$ cat src/rtl/coeff_fifo_arbiter.sv
// Round-robin arbiter that shares one coefficient FIFO between two producers.
// The FIFO exposes no full flag, so this block tracks occupancy from its own
// writes and the consumer's pops, and back-pressures the granted producer.
module coeff_fifo_arbiter #(
    parameter int unsigned DATA_W = 13,
    parameter int unsigned DEPTH  = 16,
    parameter int unsigned BURST  = 4
) (
    input  logic              clk,
    input  logic              resetn,
    input  logic [DATA_W-1:0] req0_data,
    input  logic              req0_valid,
    input  logic              req0_last,
    output logic              req0_ready,
    input  logic [DATA_W-1:0] req1_data,
    input  logic              req1_valid,
    input  logic              req1_last,
    output logic              req1_ready,
    output logic [DATA_W-1:0] fifo_in,
    output logic              fifo_in_valid,
    input  logic              fifo_pop,
    output logic [4:0]        level,
    output logic [1:0]        grant
);

    localparam int unsigned BcntW = (BURST > 1) ? $clog2(BURST) : 1;
    // Equal FIFO pointers mean empty, so one storage entry is never usable.
    localparam logic [4:0]       LevelMax = 5'(DEPTH - 1);
    localparam logic [BcntW-1:0] BcntMax  = BcntW'(BURST - 1);

    // Encoding doubles as the one-hot grant vector.
    typedef enum logic [1:0] {
        StIdle = 2'b00,
        StG0   = 2'b01,
        StG1   = 2'b10
    } state_e;

    state_e           state_q, state_d;
    logic             prio_q, prio_d;
    logic [BcntW-1:0] bcnt_q, bcnt_d;
    logic [4:0]       level_q, level_d;

    logic space;
    logic beat0, beat1, beat;
    logic pop_eff;

    // Handshake and write-port datapath, from registered state only.
    always_comb begin
        space         = level_q < LevelMax;
        req0_ready    = (state_q == StG0) && space;
        req1_ready    = (state_q == StG1) && space;
        beat0         = req0_valid && req0_ready;
        beat1         = req1_valid && req1_ready;
        beat          = beat0 || beat1;
        fifo_in_valid = beat;
        fifo_in       = (state_q == StG1) ? req1_data : req0_data;
        grant         = state_q;
        level         = level_q;
    end

    // Next-state, priority pointer and burst counter.
    always_comb begin
        state_d = state_q;
        prio_d  = prio_q;
        bcnt_d  = bcnt_q;
        unique case (state_q)
            StIdle: begin
                if (req0_valid && (!req1_valid || !prio_q)) begin
                    state_d = StG0;
                    prio_d  = 1'b1;
                    bcnt_d  = '0;
                end else if (req1_valid) begin
                    state_d = StG1;
                    prio_d  = 1'b0;
                    bcnt_d  = '0;
                end
            end
            StG0: begin
                if (beat0) bcnt_d = bcnt_q + BcntW'(1);
                // A grant stalled only by a full FIFO is held.
                if (!req0_valid || (beat0 && (req0_last || bcnt_q == BcntMax))) begin
                    state_d = StIdle;
                end
            end
            StG1: begin
                if (beat1) bcnt_d = bcnt_q + BcntW'(1);
                if (!req1_valid || (beat1 && (req1_last || bcnt_q == BcntMax))) begin
                    state_d = StIdle;
                end
            end
            default: state_d = StIdle;
        endcase
    end

    // Occupancy: a pop on an empty FIFO is ignored.
    always_comb begin
        pop_eff = fifo_pop && (level_q != 5'd0);
        level_d = level_q + {4'd0, beat} - {4'd0, pop_eff};
    end

    // State registers with synchronous active-low reset.
    always_ff @(posedge clk) begin
        if (!resetn) begin
            state_q <= StIdle;
            prio_q  <= 1'b0;
            bcnt_q  <= '0;
            level_q <= 5'd0;
        end else begin
            state_q <= state_d;
            prio_q  <= prio_d;
            bcnt_q  <= bcnt_d;
            level_q <= level_d;
        end
    end

endmodule

$ cat config.mk
export PLATFORM = sky130hd
export DESIGN_NAME = coeff_fifo_arbiter
export DESIGN_NICKNAME = d
export VERILOG_FILES = /design/src/rtl/coeff_fifo_arbiter.sv
export SDC_FILE = /design/constraint.sdc
export NUM_CORES = 1
export LEC_CHECK = 0
export ABC_AREA = 0
export CAP_MARGIN = 20
export CORE_MARGIN = 10
export CORE_UTILIZATION = 32
export CTS_BUF_LIST = sky130_fd_sc_hd__clkbuf_8
export CTS_CLUSTER_DIAMETER = 30
export CTS_CLUSTER_SIZE = 30
export DETAILED_ROUTE_END_ITERATION = 8
export PLACE_DENSITY = 0.85
export SLEW_MARGIN = 20
export SYNTH_ARGS = -nofsm -noshare
export SYNTH_HDL_FRONTEND = slang
export SYNTH_SLANG_ARGS = --single-unit
$ cat constraint.sdc
create_clock -name clk -period 1.9 [get_ports clk]
set_input_delay 0.57 -clock clk [delete_from_list [all_inputs] [get_ports clk]]
set_output_delay 0.57 -clock clk [all_outputs]
set_load 0.05 [all_outputs]
# ---- After elaboration in Yosys (flattened, before gate mapping)
# Cells that the tools add are included.
dict set report totals {
  reg_bits 10
  elab_cells 53
  out_inout_bits 23
  inputBits 33
}
dict set report classes {
  magnitude_cmp 1
  n_mux 13
  reduce_logical 24
  eq_ne 8
  n_addsub 3
}
# operator n
set ops {}
lappend ops {{two-way mux 2 bit} 8}
lappend ops {{two-way mux 13 bit} 1}
lappend ops {{case mux 2 bit (3 select lines)} 2}
lappend ops {{logical AND 1 bit} 8}
lappend ops {{logical OR 1 bit} 6}
lappend ops {{adder 5 x 1 -> 5 bit} 1}
lappend ops {{< comparator 5 x 4 -> 1 bit, second input constant} 1}
lappend ops {{nonzero test 5 bit} 1}
lappend ops {{subtractor 5 x 1 -> 5 bit} 1}
lappend ops {{equality test 2 bit, second input constant} 2}
lappend ops {{!= test 2 x 1 -> 1 bit, second input constant} 2}
lappend ops {{!= test 2 bit, second input constant} 2}
lappend ops {{AND reduction 4 bit} 1}
lappend ops {{logical NOT 1 bit} 3}
lappend ops {{!= test 3 bit, second input constant} 1}
lappend ops {{AND reduction 3 bit} 1}
lappend ops {{nonzero test 3 bit} 1}
lappend ops {{adder 2 x 1 -> 2 bit, second input constant} 1}
lappend ops {{equality test 2 x 1 -> 1 bit, second input constant} 1}
lappend ops {{logical NOT 2 bit} 1}
lappend ops {{two-way mux 1 bit} 2}
lappend ops {{AND reduction 2 bit} 1}
lappend ops {{nonzero test 2 bit} 1}

# ---- Longest topological paths before layout
# Gate-level depths: netlist of the first run.
dict set report depth {
  ltp_word 7
  mapped_depth 11
  depth_no_buf 11
}

# ---- Worst setup path after synthesis of the first run
# No wires, ideal clock.
dict set report synth_path {
  path_type {reg-to-reg}
  startpoint {register level_q[4] (netlist: level[4])}
  endpoint {register level_q[4] (netlist: level[4])}
  setup_ps 119
  path_buffers 0
  stages_incl_launch_ff 11
  t_required_ps 1781
  synth_period_minus_slack_ps 3612
  path_slack_ps -1712
  t_arrival_ps 3493
  cell_sequence {dfxtp_1 inv_1 ha_1 a31oi_4 a21boi_0 ha_1 fa_1 a21oi_1 o21bai_1 xnor2_1 nor2_1}
}
dict set report synth_between {
  elab_chain_len 6
  elab_cells_between_ends 10
  cone_classes {2 x add/sub; 1 x order compare; 7 x reduce/logical}
}
# element line
set synth_rtl {}
lappend synth_rtl {{start: declaration} 41} ;# logic [4:0] level_q, level_d;
lappend synth_rtl {{start signal: assignment} 112} ;# level_q <= level_d;
lappend synth_rtl {{< comparator 5 x 4 -> 1 bit (*)} 49} ;# space = level_q < LevelMax;
lappend synth_rtl {{logical AND 1 bit (on tied branches)} {50, 51}}
lappend synth_rtl {{logical AND 1 bit (on tied branches)} {52, 53}}
lappend synth_rtl {{logical OR 1 bit (*)} 54} ;# beat = beat0 || beat1;
lappend synth_rtl {{named net fifo_in_valid} 20} ;# output logic fifo_in_valid,
lappend synth_rtl {{adder 5 x 1 -> 5 bit (*)} 98} ;# level_d = level_q + {4'd0, beat} - {4'd0, pop_eff};
lappend synth_rtl {{subtractor 5 x 1 -> 5 bit (*)} 98}
# The timed path passes the listed nets; every way through them passes the cells marked *.
# A chain may end at the register's enable or synchronous reset.

# ---- Worst setup path in the final report of the first run
dict set report layout_path {
  startpoint {register level_q[3] (netlist: level[3])}
  endpoint {register level_q[4] (netlist: level[4])}
}
dict set report layout_between {
  elab_chain_len 6
  elab_cells_between_ends 10
  cone_classes {2 x add/sub; 1 x order compare; 7 x reduce/logical}
}
# element line
set layout_rtl {}
lappend layout_rtl {{< comparator 5 x 4 -> 1 bit} 49}
lappend layout_rtl {{logical AND 1 bit (on tied branches)} {50, 51}}
lappend layout_rtl {{logical AND 1 bit (on tied branches)} {52, 53}}
lappend layout_rtl {{logical OR 1 bit} 54}
lappend layout_rtl {{adder 5 x 1 -> 5 bit} 98}
lappend layout_rtl {{subtractor 5 x 1 -> 5 bit (*)} 98}
# Mark *: on every way between the ends. The rest lies on a longest branch, timed or not.

==> results of run 1 <==
==> power breakdown <==
group          switching (mW)  total [mW]  internal (mW)
combinational           0.947        1.90          0.953
sequential             0.0696       0.364          0.294
clock                  0.0837       0.266          0.182
==> layer usage <==
metal	vias to the layer above	GRT usage
li1	511	-
met1	519	0.160
met2	44	0.289
met3	8	0.0363
met4	0	0.0600
met5	-	0
==> per-stage QoR <==
stage | instance area, um^2 | TNS, ns | util
floorplan | 1020 | -0.701 | -
global placement | 1840 | -3.86 | 0.672
detailed placement | 1840 | -4.56 | 0.672
CTS | 2060 | -2.08 | 0.754
global route | 2090 | -3.41 | 0.763
finish | 2090 | -2.36 | 0.763
==> worst max-delay path by stage <==
| stage | from | end | slack, ns | depth (start not counted) |
|---|---|---|---|---|
| after floorplan | level[4] | level[4] | -0.30 | 10 |
| after global placement | fifo_pop | level[4] | -0.56 | 11 |
| after detailed placement | fifo_pop | level[4] | -0.65 | 11 |
| after CTS | level[2] | fifo_in_valid | -0.19 | 6 |
| after global routing | level[2] | level[4] | -0.28 | 11 |
| final | level[3] | level[4] | -0.22 | 11 |
==> flip-flops by register name, summed over array words and instances (netlist names) <==
signal  cells
prio_q      1
bcnt_q      2
level       5
grant       2
==> kinds of logic (layout without fill, tap and decap cells) <==
group,after synthesis,after routing
DFF,10,10
and+or+nand+nor,23,23
xor gates and xnor gates,3,3
AOI/OAI and AO/OA,17,17
adders and majority gates,14,14
muxes,15,15
buffers and inverters,14,98
==> cell type report <==
| type | count | share of cell area |
|---|---|---|
| multi-input cells | 72 | 0.384 |
| well taps | 31 | 0.0186 |
| clock buffers | 4 | 0.0264 |
| repair buffers | 83 | 0.440 |
| inverters | 11 | 0.0246 |
| flip-flops and latches | 10 | 0.106 |
==> timing repair <==
action	4_1_cts	5_1_grt
buffers inserted	6	3
gates resized for setup	33	1
pin swaps	12	13
endpoints found under the setup margin	20	20
cloned	1	0
==> cells in the mapped netlist (all sizes together), types with 3 or more instances <==
cell type  instances
ha                13
mux2              13
inv               11
dfxtp             10
nand2              8
a21oi              4
and2               4
nor2               3
o32ai              3
xnor2              3
==> critical path: stages, from the launching register on <==
cell and delay [ns]:
dfxtp_4 0.35, inv_4 0.06, ha_4 0.13, a41oi_2 0.08
ha_1 0.30, inv_2 0.05, ha_4 0.16, fa_2 0.37
a21oi_2 0.15, o21bai_1 0.11, xnor2_1 0.17, nor2_1 0.06
==> summary.txt, run 1 <==
Power
  – Final total power: 2.53 mW
  – Power per Cell Area: 1210 nW/um^2
  – Pleak: 0.926 nW
  – VDD IR-drop max: 0.00123 V

Worst hold path
  – Hold Crit Endpoint: bcnt_q[1]
  – Hold path startpoint: bcnt_q[1]
  – Hold path depth: 2
  – Hold WC Path Type: flop to flop

Die
  – Die footprint: 5390 um^2
  – Initial core utilization: 0.334
  – Core area: 2730 um^2
  – I/O Pins: 56
  – Die width: 73.4 um
  – Rows: 19
  – DIE HEIGHT: 73.4 um

Logic synthesis
  – Yosys reg bits: 10
  – Cell Area, Synth: 913 um^2
  – Mux cell area share after synthesis: 0.182
  – Synth Flop Type: dfxtp_1
  – Sequential-to-total area share from yosys stat: 0.219
  – Syn_nets: 143
  – Area share of fa/ha/maj cells after synthesis: 0.200
  – Avg Cell Area, Syn: 9.51 um^2
  – Syn Inst Count: 96
  – EDFF count, synth: 0
  – Yosys top cell by area: dfxtp_1
  – Syn. warnings: 0
  – Yosys top cell area share: 0.219
  – XOR/XNOR Fraction of Synth Area: 0.0288
  – Post-synth ARST share: 0
  – Largest family of logic cells by synthesized area: adder cells
  – Synth Area in Compound Gates: 0.162
  – Synth cell types: 36
  – Synth top area cells: dfxtp_1, ha_1, mux2_2, inv_1, mux2_1
  – Simple logic cell fraction of the synthesized area: 0.141

Timing
  – Worst Clk Skew: 0.00378 ns
  – Post-layout min period: 2.12 ns
  – Worst-Margin Slew: 0.397 ns
  – RSZ-0062 raised after global routing: yes
  – Final Worst Setup Slack: -0.215 ns
  – Hold Violations, Final: 0
  – FMAX: 473 MHz
  – Min Hold Slack: 0.489 ns
  – Final Setup Violations: 19
  – Fin crit share: 1.11
  – Pins Over Slew Limit: 0
  – Max_slew headroom: 0.733

Routing
  – DR DRC count: 0
  – Iteration-0 DRC Markers: 30
  – Met3 WL post-DR: 294 um
  – Post-DR vias/cell: 5.13
  – Drt wl/cell: 19.7 um
  – Routed via count: 1,082
  – Met1 wire length: 1.54 mm
  – Met2 WL: 2.22 mm
  – Number of iterations in the first detailed-routing pass: 4
  – DRT Wirelength: 4.17 mm
  – Post-DRT Antenna Nets: 0
  – Max Used Layer: met4

Worst setup path
  – Worst EP arrival: 2.23 ns
  – Critical Path Start Type: flop
  – CP max FO: 2
  – FF-to-FF setup slack: -0.22 ns
  – Data required, critical path: 2.01 ns
  – R2R depth: 11
  – R2R Path End: level[4]
  – Critical path endpoint category: flop
  – Worst R2R Start: level[3]
  – Critical path type: flop to flop

Clock network
  – Worst skew pair latency: 0.23 ns
  – Clock Sinks: 10
  – CTS tree: yes
  – CTS max path bufs: 2
  – CTS buffer count: 3
  – Worst-path clk slew: 0.05 ns
  – Clk root buf: clkbuf_8
  – H-tree depth: 1
  – Hold_buf cts: 0

Cells and area
  – Layout cell share with drive strength beyond 1: 0.561
  – Commonest non-fill, non-tap cell in the layout: buf_4
  – Register area: 221 um^2
  – Ant. Diodes: 0
  – Non-Filler Instances: 211
  – # fillers: 160
  – Most frequent cells in the layout: buf_4, clkdlybuf4s50_1, buf_12
  – Area delta synth->final: 128%
  – Layout Nets: 228
  – Combined area of the multi-input logic cells: 802 um^2

Run status
  – Outcome: finished with violations
  – Failing checks: negative setup slack

Place
  – Detailed placement HPWL: 3.15 mm
  – RD Place Congestion: 0.829
  – Post-placement cell count: 197
  – Port bufs: 55
  – Placement Setup Slack: -0.653 ns

Global route
  – Congestion Overflow GR: 0
  – Initial antenna violation count: 0
  – Number of global-route vias before repair: 1,213
  – Pin count of the biggest net entering global routing: 9
  – GRT Util Overall: 0.154
  – First-pass GRT wire length: 6.54 mm

Job
  – Max-cap viol count: 0
Power figures use the tool's default switching activity.
==> inputs of run 2 (changes only) <==
--- a/config.mk
+++ b/config.mk
@@ -13,6 +13,7 @@
 export CTS_CLUSTER_DIAMETER = 30
 export CTS_CLUSTER_SIZE = 30
 export DETAILED_ROUTE_END_ITERATION = 8
+export GPL_TIMING_DRIVEN = 0
 export PLACE_DENSITY = 0.85
 export SLEW_MARGIN = 20
 export SYNTH_ARGS = -nofsm -noshare
==> summary.txt, run 2 (synthesized netlist as in run 1, its figures left out) <==
Worst setup path
  – R2R depth: 10 (-1)
  – Crit-path leading delay family: compound AO/OA/AOI/OAI gates
  – Crit path depth: 5 (-6)
  – Data required, critical path: 1.33 ns (-0.68 ns)
  – Crit path from: level[3]
  – Critical path endpoint category: primary output
  – Critical path type: flop to primary output
  – R2R Path End: level[4]
  – CP max FO: 4 (+2)
  – Slowest stage delay, CP: 0.36 ns (about the same)
  – Worst R2R Start: level[3]
  – Buf+Inv Stages, Crit Path: 2 (unchanged)
  – CP max stage cell: dfxtp_4
  – Setup crit end: fifo_in_valid
  – CP Cell Sequence: buf_4, ha_4, a31oi_4, a21boi_4, buf_8
  – FF-to-FF setup slack: -0.18 ns (+0.04 ns)
  – Worst EP arrival: 1.56 ns (-0.67 ns)
  – Critical Path Start Type: flop

Power
  – Sw Ratio: 0.448 (+0.0135)
  – Pleak: 0.877 nW (-5.3%)
  – Final total power: 2.38 mW (-6.0%)
  – Clock power frac: 0.116 (+0.011)
  – Internal power: 1.31 mW (-8.3%)
  – Power per Cell Area: 1220 nW/um^2 (+0.27%)
  – Psw: 1.07 mW (-3.1%)
  – VDD IR-drop max: 0.000910 V (-26%)
  – Sequential Power Share: 0.160 (+0.016)
  – Comb power frac: 0.724 (-0.027)

Clock network
  – Hold_buf cts: 0 (unchanged)
  – Worst-path clk slew: 0.05 ns (about the same)
  – CTS tree: yes
  – Worst skew pair latency: 0.24 ns (about the same)
  – Clk root buf: clkbuf_8
  – Clock Sinks: 10 (unchanged)
  – H-tree depth: 1 (unchanged)
  – CTS max path bufs: 2 (unchanged)
  – CTS buffer count: 3 (unchanged)

Global route
  – Congestion Overflow GR: 0 (unchanged)
  – GRT Util Overall: 0.141 (-0.0139)
  – Number of global-route vias before repair: 1,138 (-6.2%)
  – Initial antenna violation count: 0 (unchanged)
  – Pin count of the biggest net entering global routing: 10 (+1)
  – First-pass GRT wire length: 5.91 mm (-9.6%)

Timing
  – Final Worst Setup Slack: -0.226 ns (-0.0109 ns)
  – Post-layout min period: 2.13 ns (+0.0109 ns)
  – Fin crit share: 1.12 (+0.00575)
  – RSZ-0062 raised after global routing: yes
  – Worst-Margin Slew: 0.512 ns (+0.115 ns)
  – Worst Clk Skew: 0.00306 ns (-0.000725 ns)
  – Pins Over Slew Limit: 0 (unchanged)
  – Hold Violations, Final: 0 (unchanged)
  – Final Setup Violations: 19 (unchanged)
  – Setup TNS: -2.38 ns (-0.0212 ns)
  – Max_slew headroom: 0.660 (-0.0734)
  – FMAX: 470 MHz (-0.51%)

Cells and area
  – Ant. Diodes: 0 (unchanged)
  – Commonest non-fill, non-tap cell in the layout: clkdlybuf4s50_1
  – Area delta synth->final: 114%
  – Layout cell share with drive strength beyond 1: 0.506 (-0.0552)
  – # fillers: 173 (+8.1%)
  – Most frequent cells in the layout: clkdlybuf4s50_1, mux2_4, buf_4
  – Layout Nets: 218 (-4.4%)
  – Largest register FFs: 5 (unchanged)

Routing
  – Number of iterations in the first detailed-routing pass: 4 (unchanged)
  – Post-DR vias/cell: 5.11 (-0.36%)
  – Post-DRT Antenna Nets: 0 (unchanged)
  – DRT Wirelength: 4.15 mm (-0.38%)
  – DR DRC count: 0 (unchanged)
  – Iteration-0 DRC Markers: 40 (+33%)
  – Routed via count: 1,027 (-5.1%)
  – Drt wl/cell: 20.6 um (+4.6%)

Run status
  – Outcome: finished with violations
  – Failing checks: negative setup slack

Job
  – Max-cap viol count: 0 (unchanged)

Die
  – Rows: 19 (unchanged)
  – Die width: 73.4 um (unchanged)
  – Core area: 2730 um^2 (unchanged)
  – Initial core utilization: 0.334 (unchanged)
  – DIE HEIGHT: 73.4 um (unchanged)
  – Die footprint: 5390 um^2 (unchanged)
  – I/O Pins: 56 (unchanged)

Place
  – Detailed placement HPWL: 2.78 mm (-12%)
  – RD Place Congestion: 0.774 (-6.6%)
  – Port bufs: 54 (-1.8%)

Worst hold path
  – Hold WC Path Type: flop to flop
==> run 2: changes by cell type in the layout (fill, tap and decap cells not counted), sizes merged <==
cell,before,now
clkdlybuf4s50,26,25
clkbuf,4,5
clkdlybuf4s15,1,3
dlymetal6s2s,0,1
dlygate4sd2,5,9
buf,51,34
==> run 2: metrics by stage <==
step | std cells | setup slack, ns | instance area (um^2) | hold slack, ns | utilization
2_1_floorplan | 96 | -0.297 | 1020 | 0.438 | -
3_3_place_gp | 181 | -0.999 | 1600 | 0.447 | 0.585
3_5_place_dp | 181 | -1.01 | 1600 | 0.474 | 0.585
4_1_cts | 195 | -0.156 | 1880 | 0.481 | 0.688
5_1_grt | 201 | -0.286 | 1960 | 0.495 | 0.715
6_report | 201 | -0.226 | 1960 | 0.473 | 0.715
==> run 2: layout make-up <==
type,count,area (um^2),share of cell area
multi-input combinational,72,811,0.415
inverter,11,53.8,0.0275
timing repair buffer,71,752,0.385
sequential,10,221,0.113
tap,31,38.8,0.0198
clock buffer,4,55.1,0.0282
buffer,2,23.8,0.0122
==> run 2: how the worst min path moves through the flow <==
| stage | slack [ns] | cells after the start | end | start |
|---|---|---|---|---|
| 2_1_floorplan | 0.44 | 2 | bcnt_q[1] | bcnt_q[1] |
| 3_3_place_gp | 0.45 | 2 | bcnt_q[1] | bcnt_q[1] |
| 3_5_place_dp | 0.47 | 2 | bcnt_q[1] | bcnt_q[1] |
| 4_1_cts | 0.48 | 2 | bcnt_q[1] | bcnt_q[1] |
| 5_1_grt | 0.49 | 2 | bcnt_q[1] | bcnt_q[1] |
| 6_report | 0.47 | 2 | bcnt_q[1] | bcnt_q[1] |
==> run 2: worst reg2reg max path, cell delays in order, from the launching register on <==
cell and delay [ns]:
dfxtp_4 0.36, buf_4 0.14, ha_4 0.16, a31oi_4 0.21, a21boi_4 0.27, ha_4 0.17
fa_2 0.22, a21oi_2 0.06, o21bai_1 0.15, xnor2_1 0.15, nor2_1 0.08
==> run 2: power by group through the flow <==
stage,combinational [mW],clock [mW],sequential [mW]
6_report,1.72,0.275,0.381
5_1_grt,1.85,0.288,0.389
2_1_floorplan,0.777,0,0.543
3_3_place_gp,1.28,0,0.372
3_5_place_dp,1.33,0,0.378
4_1_cts,1.58,0.275,0.388
==> run 2: layer usage <==
metal	share of wire	wire (um)	vias to the layer above	global-route usage
met5	0	0	-	0
met2	0.53	2190	50	0.276
met1	0.37	1550	479	0.134
met4	0.027	112	0	0.0683
li1	-	-	489	-
met3	0.072	300	9	0.0269
==> run 2: what timing repair did <==
item,in CTS,in global routing
setup endpoints to repair,29,21
cloned,1,0
pin swaps,12,3
hold endpoints to repair,0,0
buffers inserted,9,7
gates resized for setup,158,13
==> inputs of run 3 (changes only) <==
--- a/config.mk
+++ b/config.mk
@@ -7,7 +7,6 @@
 export LEC_CHECK = 0
 export ABC_AREA = 0
 export CAP_MARGIN = 20
-export CORE_MARGIN = 10
 export CORE_UTILIZATION = 32
 export CTS_BUF_LIST = sky130_fd_sc_hd__clkbuf_8
 export CTS_CLUSTER_DIAMETER = 30
==> summary.txt, run 3 (synthesized netlist as in run 1, its figures left out) <==
Run status
  – Outcome: finished with violations
  – Failing checks: negative setup slack

Power
  – VDD IR-drop max: 0.00138 V (+51%)
  – Comb power frac: 0.745 (+0.021)
  – Clock power frac: 0.095 (-0.021)
  – Pleak: 0.900 nW (+2.6%)
  – Internal power: 1.28 mW (-2.7%)
  – Sw Ratio: 0.456 (+0.00724)
  – Power per Cell Area: 1200 nW/um^2 (-0.96%)
  – Psw: 1.07 mW (+0.19%)
  – Sequential Power Share: 0.160 (about the same)

Global route
  – Met3 usage: 0.0468 (+0.0199)
  – Number of global-route vias before repair: 1,053 (-7.5%)
  – Initial antenna violation count: 0 (unchanged)
  – Met2 usage: 0.429 (+0.153)
  – Pin count of the biggest net entering global routing: 10 (unchanged)
  – GRT met1 Usage: 0.227 (+0.0927)
  – GRT Util Overall: 0.218 (+0.0774)
  – Gr busiest metal: met2
  – Congestion Overflow GR: 0 (unchanged)
  – First-pass GRT wire length: 5.19 mm (-12%)

Die
  – Die footprint: 3070 um^2 (-43%)
  – DIE HEIGHT: 55.4 um (-25%)
  – I/O Pins: 56 (unchanged)
  – Die width: 55.4 um (-25%)
  – Initial core utilization: 0.334 (unchanged)
  – Core area: 2730 um^2 (unchanged)
  – Rows: 19 (unchanged)

Clock network
  – CTS buffer count: 3 (unchanged)
  – Hold_buf cts: 0 (unchanged)
  – H-tree depth: 1 (unchanged)
  – CTS tree: yes
  – Worst-path clk slew: 0.05 ns (about the same)
  – CTS max path bufs: 2 (unchanged)
  – Clk root buf: clkbuf_8
  – Clock Sinks: 10 (unchanged)
  – Worst skew pair latency: 0.23 ns (about the same)

Cells and area
  – Largest register FFs: 5 (unchanged)
  – Core Util, Final: 0.712 (-0.00320)
  – Layout Nets: 220 (+0.92%)
  – Ant. Diodes: 0 (unchanged)
  – # fillers: 175 (+1.2%)
  – Register area: 221 um^2 (unchanged)
  – Non-Filler Instances: 203 (+1.0%)
  – Commonest non-fill, non-tap cell in the layout: clkdlybuf4s50_1
  – Combined area of the multi-input logic cells: 795 um^2 (-2.0%)
  – Most frequent cells in the layout: clkdlybuf4s50_1, mux2_4, buf_4
  – Layout cell share with drive strength beyond 1: 0.494 (-0.0117)
  – Area delta synth->final: 113%

Timing
  – Pins Over Slew Limit: 0 (unchanged)
  – Worst Clk Skew: 0.00464 ns (+0.00158 ns)
  – RSZ-0062 raised after global routing: yes
  – Fin crit share: 1.14 (+0.0244)
  – Max_slew headroom: 0.662 (+0.00159)
  – Final Worst Setup Slack: -0.272 ns (-0.0463 ns)
  – Worst-Margin Slew: 0.510 ns (-0.00240 ns)
  – FMAX: 460 MHz (-2.1%)
  – Final Setup Violations: 21 (+2)
  – Hold Violations, Final: 0 (unchanged)
  – Post-layout min period: 2.17 ns (+0.0463 ns)

Job
  – Max-cap viol count: 0 (unchanged)

Place
  – Detailed placement HPWL: 2.15 mm (-23%)
  – Port bufs: 54 (unchanged)
  – Placement Setup Slack: -1.03 ns (-0.0158 ns)
  – Post-placement cell count: 181 (unchanged)
  – RD Place Congestion: 0.752 (-2.9%)

Worst setup path
  – Crit-path most repeated cell: ha_4
  – Data required, critical path: 2.02 ns (+0.69 ns)
  – CP Cell Sequence: buf_4, ha_4, a31oi_4, a21boi_4, ha_4, fa_2, a21oi_2, o21bai_1, xnor2_1, nor2_1
  – Worst EP arrival: 2.29 ns (+0.73 ns)
  – Critical path type: flop to flop
  – Critical Path Start Type: flop
  – Crit-path leading delay family: compound AO/OA/AOI/OAI gates
  – Buf+Inv Stages, Crit Path: 1 (-1)
  – FF-to-FF setup slack: -0.27 ns (-0.09 ns)
  – Slowest stage delay, CP: 0.35 ns (about the same)
  – CP max FO: 3 (-1)
  – CP max stage cell: dfxtp_4
  – Critical path endpoint category: flop

Routing
  – DR DRC count: 0 (unchanged)
  – Drt wl/cell: 16.7 um (-19%)
  – Routed via count: 1,000 (-2.6%)
  – Post-DRT Antenna Nets: 0 (unchanged)
  – DRT Wirelength: 3.39 mm (-18%)
  – Iteration-0 DRC Markers: 15 (-63%)
  – Number of iterations in the first detailed-routing pass: 3 (-1)
  – Post-DR vias/cell: 4.93 (-3.6%)

Worst hold path
  – Hold WC Path Type: flop to flop
[run 3: cell count changes in the layout (fill, tap and decap cells not counted), moves of 2 or more]
cell | before | now
buf_12 | 1 | 3
dlymetal6s2s_1 | 1 | 4
inv_1 | 5 | 7
clkdlybuf4s15_1 | 3 | 1
buf_8 | 10 | 8
buf_6 | 10 | 12
[run 3: per-stage QoR]
stage                     hold slack, ns  power, mW  area, um^2  setup TNS (ns)
final                              0.478       2.34        1950           -2.88
after global routing               0.520       2.48        1950           -3.79
after CTS                          0.483       2.22        1890           -2.22
after detailed placement           0.476       1.70        1600          -13.00
after global placement             0.447       1.65        1600          -12.46
after floorplan                    0.438       1.32        1020          -0.701
[run 3: per-layer routing]
metal	share of wire	vias up
li1	-	488
met1	0.42	468
met2	0.52	40
met3	0.051	4
met4	0.010	0
met5	0	-
[run 3: cell type report]
class                      count  area share
multi-input combinational     72       0.408
clock inverter                 1     0.00193
tap                           31      0.0199
sequential                    10       0.114
clock buffer                   3      0.0212
inverter                      11      0.0263
buffer                         2      0.0122
timing repair buffer          73       0.397
[run 3: tightest hold or removal path, stage by stage, from the launching register on]
cell,delay (ns)
dfxtp_1,0.31
nand2_1,0.06
mux2i_1,0.05
[run 3: path summary, 6_finish.rpt]
| path | from | end | depth (start not counted) |
|---|---|---|---|
| setup / recovery | level[3] | level[4] | 10 |
| hold / removal | bcnt_q[0] | bcnt_q[0] | 2 |
| setup reg to reg | level[3] | level[4] | 10 |
| hold reg to reg | bcnt_q[0] | bcnt_q[0] | 2 |
[run 3: repair_timing]
item | CTS | global route
resized for setup | 155 | 7
setup buffers | 12 | 7
endpoints found under the hold margin | 0 | 0
pin swaps | 12 | 4
setup endpoints to repair | 28 | 20
cloned | 1 | 0
[run 3: power groups by stage]
stage | clock network, mW | logic [mW] | registers [mW]
after floorplan | 0 | 0.777 | 0.543
after global placement | 0 | 1.27 | 0.374
after detailed placement | 0 | 1.32 | 0.376
after CTS | 0.227 | 1.62 | 0.374
after global routing | 0.245 | 1.86 | 0.382
final | 0.223 | 1.75 | 0.375
